$ cat config.mk
export PLATFORM = sky130hd
export DESIGN_NAME = prog_loader
export DESIGN_NICKNAME = d
export VERILOG_FILES = /design/src/rtl/nibbler_pkg.sv /design/src/rtl/nib_packer.sv /design/src/rtl/prog_loader.sv
export SDC_FILE = /design/constraint.sdc
export NUM_CORES = 1
export LEC_CHECK = 0
export BUFFER_PORTS_ARGS = -buffer_cell sky130_fd_sc_hd__buf_4
export CAP_MARGIN = 20
export CORE_ASPECT_RATIO = 0.9
export CORE_MARGIN = 10
export CORE_UTILIZATION = 49
export CTS_BUF_LIST = sky130_fd_sc_hd__clkbuf_16
export DETAILED_ROUTE_END_ITERATION = 7
export HOLD_SLACK_MARGIN = 0.06
export PLACE_DENSITY_LB_ADDON = 0.25
export SLEW_MARGIN = 20
export SYNTH_ARGS = -nofsm -noshare
export SYNTH_HDL_FRONTEND = slang
export SYNTH_SLANG_ARGS = --single-unit
$ cat constraint.sdc
create_clock -name clk -period 3.15 [get_ports clk]
set_input_delay 0.945 -clock clk [delete_from_list [all_inputs] [get_ports clk]]
set_output_delay 0.945 -clock clk [all_outputs]
set_load 0.01 [all_outputs]
$ cat src/rtl/nibbler_pkg.sv
// Shared types for the nibble-stream program loader and the Fetch stage:
// loader FSM states and the {instruction, operand} byte layout.
package nibbler_pkg;

    localparam int NIBBLE_W = 4;

    typedef enum logic [2:0] {
        IDLE,
        HI,
        LO,
        WRITE,
        DONE
    } loader_state_t;

    typedef struct packed {
        logic [NIBBLE_W-1:0] instr;
        logic [NIBBLE_W-1:0] operand;
    } byte_t;

endpackage

$ cat src/rtl/nib_packer.sv
// Assembles a high nibble and the following low nibble into one byte_t;
// byte_valid pulses in the cycle the low nibble is taken.
module nib_packer
    import nibbler_pkg::*;
(
    input  logic                clk,
    input  logic                reset,
    input  logic                hi_take,
    input  logic                lo_take,
    input  logic [NIBBLE_W-1:0] nib_data,
    output byte_t               packed_byte,
    output logic                byte_valid
);

    logic [NIBBLE_W-1:0] hi_nib;

    always_ff @(posedge clk or negedge reset) begin
        if (!reset) begin
            hi_nib <= '0;
        end else if (hi_take) begin
            hi_nib <= nib_data;
        end
    end

    always_comb begin
        packed_byte.instr   = hi_nib;
        packed_byte.operand = nib_data;
        byte_valid          = lo_take;
    end

endmodule

$ cat src/rtl/prog_loader.sv
// Packs a nibble stream into program RAM from address 0 while holding the CPU.
// Optional LOADER_CHECKSUM_EN: last byte is a mod-256 checksum, adds csum_ok.
module prog_loader
    import nibbler_pkg::*;
#(
    parameter int ADDR_W    = 12,
    parameter int MEM_DEPTH = 4096
) (
    input  logic                clk,
    input  logic                reset,
    input  logic                start,
    input  logic                nib_valid,
    input  logic [NIBBLE_W-1:0] nib_data,
    input  logic                nib_last,
    output logic                nib_ready,
    output logic                mem_we,
    output logic [ADDR_W-1:0]   mem_addr,
    output logic [7:0]          mem_data,
    output logic                cpu_hold,
    output logic                done,
    output logic                err,
    output logic [ADDR_W:0]     byte_count
`ifdef LOADER_CHECKSUM_EN
    ,
    output logic                csum_ok
`endif
);

    // byte_count doubles as the write pointer; it saturates at MEM_DEPTH
    localparam logic [ADDR_W:0] FULL_COUNT = (ADDR_W + 1)'(MEM_DEPTH);

    loader_state_t state;
    logic          xfer;
    byte_t         packed_byte;
    logic          byte_valid;
`ifdef LOADER_CHECKSUM_EN
    logic [7:0]    sum;
`else
    logic          last_seen;
`endif

    assign nib_ready = (state == HI) || (state == LO);
    assign xfer      = nib_valid && nib_ready;

    nib_packer u_packer (
        .clk         (clk),
        .reset       (reset),
        .hi_take     (xfer && (state == HI)),
        .lo_take     (xfer && (state == LO)),
        .nib_data    (nib_data),
        .packed_byte (packed_byte),
        .byte_valid  (byte_valid)
    );

    always_ff @(posedge clk or negedge reset) begin
        if (!reset) begin
            state      <= IDLE;
            mem_we     <= 1'b0;
            mem_addr   <= '0;
            mem_data   <= '0;
            cpu_hold   <= 1'b0;
            done       <= 1'b0;
            err        <= 1'b0;
            byte_count <= '0;
`ifdef LOADER_CHECKSUM_EN
            sum        <= '0;
            csum_ok    <= 1'b0;
`else
            last_seen  <= 1'b0;
`endif
        end else begin
            mem_we <= 1'b0;
            done   <= 1'b0;
            case (state)
                IDLE: begin
                    if (start) begin
                        state      <= HI;
                        err        <= 1'b0;
                        byte_count <= '0;
                        cpu_hold   <= 1'b1;
`ifdef LOADER_CHECKSUM_EN
                        sum        <= '0;
                        csum_ok    <= 1'b0;
`endif
                    end
                end
                HI: begin
                    // A session may not end on a high nibble, nor grow past the memory
                    if (xfer) begin
                        if (nib_last || (byte_count == FULL_COUNT)) begin
                            err      <= 1'b1;
                            cpu_hold <= 1'b0;
                            state    <= IDLE;
                        end else begin
                            state <= LO;
                        end
                    end
                end
                LO: begin
                    if (byte_valid) begin
`ifdef LOADER_CHECKSUM_EN
                        if (nib_last) begin
                            cpu_hold <= 1'b0;
                            if (packed_byte == sum) begin
                                csum_ok <= 1'b1;
                                done    <= 1'b1;
                                state   <= DONE;
                            end else begin
                                err   <= 1'b1;
                                state <= IDLE;
                            end
                        end else begin
                            mem_we   <= 1'b1;
                            mem_addr <= byte_count[ADDR_W-1:0];
                            mem_data <= packed_byte;
                            sum      <= sum + 8'(packed_byte);
                            state    <= WRITE;
                        end
`else
                        mem_we    <= 1'b1;
                        mem_addr  <= byte_count[ADDR_W-1:0];
                        mem_data  <= packed_byte;
                        last_seen <= nib_last;
                        state     <= WRITE;
`endif
                    end
                end
                WRITE: begin
                    byte_count <= byte_count + 1'b1;
`ifdef LOADER_CHECKSUM_EN
                    state <= HI;
`else
                    if (last_seen) begin
                        done     <= 1'b1;
                        cpu_hold <= 1'b0;
                        state    <= DONE;
                    end else begin
                        state <= HI;
                    end
`endif
                end
                DONE: begin
                    state <= IDLE;
                end
                default: begin
                    state <= IDLE;
                end
            endcase
        end
    end

endmodule

==> flow_metrics.env, run 1 <==
export IMPL_core_area_mm2=0.004046
export IMPL_vias_per_cell=5.773
export IMPL_cap_violations=0
export IMPL_clk_latency_ns=0.28
export IMPL_ys_top_cells_by_area="dfrtp_1, mux2_2, nand2_1"
export IMPL_clockRootBuffer="clkbuf_16"
export IMPL_hold_violations=0
export IMPL_worstSetupPathType="register to primary output"
export IMPL_die_height_um=81.15
export IMPL_grt_max_degree=46
export IMPL_worst_slew_pin_slew_ns=0.5812
export IMPL_start_util_pct=50.31
export IMPL_drive_above_1_share_pct=37.50
export IMPL_first_pass_iters=4
export IMPL_area_delta_synth_final_pct=25.32
export IMPL_post_cts_buffers=0
export IMPL_setup_viol=0
export IMPL_cellPowerDensity_mw_per_mm2=799.9
export IMPL_core_rowCount=22
export IMPL_critical_path_required_ns=2.20
export IMPL_final_cell_mix="buf_4, dfrtp_1, nand2_1"
export IMPL_grt_pass1_vias=1428
export IMPL_dp_cells=256
export IMPL_wirelength_um=4525
export IMPL_fin_crit_ns=2.245
export IMPL_fin_cells=264
export IMPL_drt_iter0_drc=108
export IMPL_ir_worst_vdd_mv=0.3863
export IMPL_timing_fmax_ghz=0.4454
export IMPL_pin_count=47
export IMPL_hold_class="register to register"
export IMPL_leakage_uw=0.001246
export IMPL_drc_errors=0
export IMPL_synth_warnings=0
export IMPL_nets=226
export IMPL_r2r_setup_slack_ns=1.19
export IMPL_yosysUniqueCellTypes=39
export IMPL_min_period_over_period_pct=71.27
export IMPL_synth_seq_area_share_pct=55.32
export IMPL_netlist_instances=170
export IMPL_cts_repair_resize_count=0
export IMPL_rsz0062_at_grt="false"
export IMPL_layout_commonest_cell="buf_4"
export IMPL_dieWidth_um=87.94
export IMPL_h_tree_depth=2
export IMPL_status="finished, final reports clean"
export IMPL_end_kind="primary output"
export IMPL_cts_made_buffers=5
export IMPL_cts_sinks=45
export IMPL_gp_congestion=0.8188
export IMPL_hpwl_um=3273
export IMPL_fill_cells=329
export IMPL_grt_usage_pct=12.97
export IMPL_wl_per_cell_um=17.14
export IMPL_syn_area_mm2=0.002036
export IMPL_yosys_area_top_type="dfrtp_1"
export IMPL_io_buffers=46
export IMPL_diodes=0
export IMPL_ctsHoldBuffers=0
export IMPL_fin_skew_ns=0.003241
export IMPL_startpoint_type="register"
export IMPL_syn_num_nets=181
export IMPL_cts_tree="yes"
export IMPL_antenna_found_initial=0
export IMPL_worstPathArrival_ns=1.30
export IMPL_slew_violations=0
export IMPL_grt_pass1_wl_um=7272
export IMPL_drtAntennaViolNets=0
export IMPL_dieArea_mm2=0.007136
export IMPL_synth_top_area_share_pct=55.32
export IMPL_relSlewSlack_pct=61.14
export IMPL_cp_max_fo=14
export IMPL_finalSetupTns_ns=0
export IMPL_clkTransAtPathRegs_ns=0.06
export IMPL_synth_seq_cells=45
export IMPL_overflow=0
export IMPL_avgSynthCellArea_um2=11.97
export IMPL_vias=1524
export IMPL_cts_buffer_depth=2
[area by class of cell]
class / count / area, µm² / area share, %
Tap cell: 48 / 60.06 / 2.354
Inverter: 4 / 15.01 / 0.5885
Clock inverter: 3 / 13.76 / 0.5395
Multi-Input combinational cell: 111 / 850.8 / 33.35
Timing Repair Buffer: 48 / 360.3 / 14.12
Sequential cell: 45 / 1126 / 44.14
Clock buffer: 5 / 125.1 / 4.904
[critical path, cell delays in order (launching register included)]
cell,delay (ns)
dfrtp_1,0.63
xnor2_1,0.18
nor2_1,0.06
buf_4,0.15
[logic make-up (layout without fill, tap and decap cells)]
family	Yosys count	count (layout)	share of synthesized area [%]
flops	45	45	55.32
buf+inv	14	60	3.626
mux	30	30	16.16
fa+ha+maj	2	2	1.229
simple gates	62	62	17.33
compound gates	16	16	5.901
xor+xnor	1	1	0.4303
[where the power goes]
group / internal (µW) / total [µW] / switching [µW]
Sequential: 730 / 874 / 144
Combinational: 365 / 675 / 310
Clock: 288 / 491 / 203
[metrics by stage]
step	cell area, µm²	util [%]	power, µW	setup WS (ns)	hold WS, ns
2_1_floorplan	2036	-	1270	1.077	0.4401
3_3_place_gp	2412	59.62	1539	0.9982	0.4609
3_5_place_dp	2412	59.62	1574	0.9656	0.4741
4_1_cts	2551	63.05	2070	0.8862	0.4958
5_1_grt	2551	63.05	2171	0.8127	0.4999
6_report	2551	63.05	2041	0.9049	0.4856
[metal layers]
metal  GRT usage (%)  share of wire (%)
met4           5.255                1.5
met3           5.300                7.6
met2           19.99                 48
met1           15.84                 43
met5               0                  0
[Yosys cell counts (all sizes together)]
cell     instances
nor3             5
ha               2
nor4bb           2
dfrtp           45
mux2i            7
or3              1
o311ai           2
nand2b           1
nand4            2
o21ai            3
o211ai           1
inv              4
nand4bb          1
o32ai            1
nand2           24
nor2b            2
o31ai            1
nand3            8
and3b            1
nor4b            1
or4b             3
o41ai            2
buf              8
mux2            23
a211oi           1
o31a             1
nor4             5
or4              2
clkbuf           2
xnor2            1
nand3b           1
and4b            2
a21o             3
nor2             1
o21a             1
[sequential cells by signal, summed over array words and instances (netlist names)]
register         cells
u_packer.hi_nib      4
err                  1
mem_addr            12
done                 1
mem_we               1
mem_data             8
last_seen            1
state                3
cpu_hold             1
byte_count          13
[path summary, 6_finish.rpt]
kind,start,endpoint,depth (start not counted)
setup / recovery,state[0],nib_ready,3
hold / removal,u_packer.hi_nib[0],u_packer.hi_nib[0],2
setup reg to reg,state[0],byte_count[10],3
hold reg to reg,u_packer.hi_nib[0],u_packer.hi_nib[0],2
max in group asynchronous,reset,state[0],1
min in group asynchronous,reset,mem_we,1
Note: power is estimated with default switching activity, not from simulation.
==> run 2: changes to the inputs <==
==> constraint.sdc (replaced) <==
create_clock -name clk -period 2.35 [get_ports clk]
set_input_delay 0.705 -clock clk [delete_from_list [all_inputs] [get_ports clk]]
set_output_delay 0.705 -clock clk [all_outputs]
set_load 0.01 [all_outputs]
==> run 2 against run 1 <==
Utilization is 1.5 points higher; clock-buffer cell count stayed put; register-to-register slack worse by 0.65 ns; worst setup slack worse by 0.58 ns; cell area is 2.3% higher; combinational power is 35% higher; largest cell class unchanged; highest routed layer unchanged; clock skew is 0.0011 ns higher; via count is 1.3% lower; sequential power is 35% higher; final cell count is 0.38% higher; global-route usage is 0.22 points higher.
==> flow_metrics.env, run 2 (same netlist as run 1, synthesis figures left out) <==
export IMPL_hpwl_um=3156
export IMPL_nets=227
export IMPL_cellPowerDensity_mw_per_mm2=1139
export IMPL_grt_max_degree=46
export IMPL_cp_slowest_stage_delay_ns=0.65
export IMPL_hold_violations=0
export IMPL_wl_per_cell_um=17.23
export IMPL_drc_errors=0
export IMPL_final_cell_mix="buf_4, dfrtp_1, nand2_1"
export IMPL_largest_reg_flops=13
export IMPL_grt_pass1_vias=1465
export IMPL_cp_max_fo=14
export IMPL_slew_violations=0
export IMPL_fin_crit_ns=2.023
export IMPL_overflow=0
export IMPL_pin_count=47
export IMPL_cts_tree="yes"
export IMPL_cts_made_buffers=5
export IMPL_cp_slowest_cell="dfrtp_1"
export IMPL_reg2reg_to="byte_count[4]"
export IMPL_reg2reg_from="state[2]"
export IMPL_core_area_mm2=0.004046
export IMPL_dieWidth_um=87.94
export IMPL_io_buffers=46
export IMPL_drtAntennaViolNets=0
export IMPL_end_kind="primary output"
export IMPL_min_period_over_period_pct=86.07
export IMPL_critPathTopFamily="flip-flops"
export IMPL_reg_top3="byte_count: 13 flops, mem_addr: 12 flops, mem_data: 8 flops"
export IMPL_startpoint_type="register"
export IMPL_final_core_util_pct=64.50
export IMPL_post_cts_buffers=0
export IMPL_cts_sinks=45
export IMPL_crit_buf_inv=1
export IMPL_area_delta_synth_final_pct=28.21
export IMPL_place_ws_ns=0.4180
export IMPL_layout_commonest_cell="buf_4"
export IMPL_rsz0062_at_grt="false"
export IMPL_r2r_setup_slack_ns=0.54
export IMPL_worstPathArrival_ns=1.32
export IMPL_busiest_layer="met2"
export IMPL_worstPathCellList="xnor2_1, nor2_1, buf_4"
export IMPL_vias=1504
export IMPL_grtUsageMet3_pct=4.900
export IMPL_regMostFlops="byte_count"
export IMPL_clk_latency_ns=0.28
export IMPL_cts_repair_resize_count=0
export IMPL_start_util_pct=50.31
export IMPL_cap_violations=0
export IMPL_wirelength_um=4565
export IMPL_core_rowCount=22
export IMPL_timing_fmax_ghz=0.4944
export IMPL_clockRootBuffer="clkbuf_16"
export IMPL_grt_pass1_wl_um=7472
export IMPL_first_pass_iters=4
export IMPL_gp_congestion=0.8394
export IMPL_dieArea_mm2=0.007136
export IMPL_grt_usage_pct=13.19
export IMPL_grt_met1_usage_pct=17.09
export IMPL_ctsHoldBuffers=0
export IMPL_leakage_uw=0.001269
export IMPL_cts_buffer_depth=2
export IMPL_setup_viol=0
export IMPL_clkTransAtPathRegs_ns=0.06
export IMPL_worst_slew_pin_slew_ns=0.5494
export IMPL_h_tree_depth=2
export IMPL_critical_path_required_ns=1.64
export IMPL_antenna_found_initial=0
export IMPL_worstSetupPathType="register to primary output"
export IMPL_status="finished, final reports clean"
export IMPL_r2r_cells=3
export IMPL_ir_worst_vdd_mv=0.4862
export IMPL_hold_class="input pin to asynchronous set/reset pin"
export IMPL_relSlewSlack_pct=63.37
export IMPL_drt_iter0_drc=103
export IMPL_grt_use_met2_pct=19.62
export IMPL_die_height_um=81.15
export IMPL_vias_per_cell=5.675
export IMPL_drive_above_1_share_pct=38.25
export IMPL_fin_skew_ns=0.004300
export IMPL_fin_ws_ns=0.3273
export IMPL_diodes=0
export IMPL_finalSetupTns_ns=0
==> run 2: cell count changes in the layout (fill, tap and decap cells not counted), sizes merged <==
cell    change
bufinv      +2
buf         +1
inv         -1
clkinv      -1
==> run 2: report_power, final <==
| part | leakage (µW) | internal [µW] | switching (µW) | total [µW] |
|---|---|---|---|---|
| Clock | 0.0000938 | 607 | 280 | 887 |
| Sequential | 0.000596 | 979 | 198 | 1180 |
| Combinational | 0.000579 | 495 | 415 | 910 |
| Total | 0.00127 | 2080 | 893 | 2970 |
==> run 2: layout make-up <==
cell class                 count  area [µm²]
fill                         324        1436
multi-input combinational    111       850.8
clock inverter                 3       65.06
sequential                    45        1126
timing repair buffer          49       367.9
inverter                       4       15.01
clock buffer                   5       125.1
tap                           48       60.06
==> run 2: worst register-to-register path, delay by kind of cell (launching register included) <==
kind            cells  cell delay (ns)
simple gates        1             0.71
mux                 1             0.30
compound gates      1             0.17
flops               1             0.52
==> run 2: worst max-delay path by stage <==
stage | startpoint | slack, ns | cells past startpoint | end
2_1_floorplan | nib_valid | 0.52 | 4 | mem_addr[0]
3_3_place_gp | start | 0.44 | 4 | byte_count[4]
3_5_place_dp | nib_valid | 0.42 | 4 | mem_data[3]
4_1_cts | state[0] | 0.33 | 3 | nib_ready
5_1_grt | state[0] | 0.24 | 3 | nib_ready
6_report | state[0] | 0.33 | 3 | nib_ready
==> run 2: through the flow <==
step	instance area, µm²	hold WS (ns)	total power, µW	std cells
after global placement	2420	0.4609	2072	257
final	2610	0.4123	2974	265
after CTS	2610	0.4335	3010	265
after floorplan	2036	0.4094	1702	170
after global routing	2610	0.4578	3165	265
after detailed placement	2420	0.4564	2115	257
==> run 2: layer usage <==
metal | vias to the layer above | share of wire, %
met2 | 45 | 47
met4 | 0 | 0.99
met1 | 742 | 43
met5 | - | 0
li1 | 712 | -
met3 | 5 | 8.6
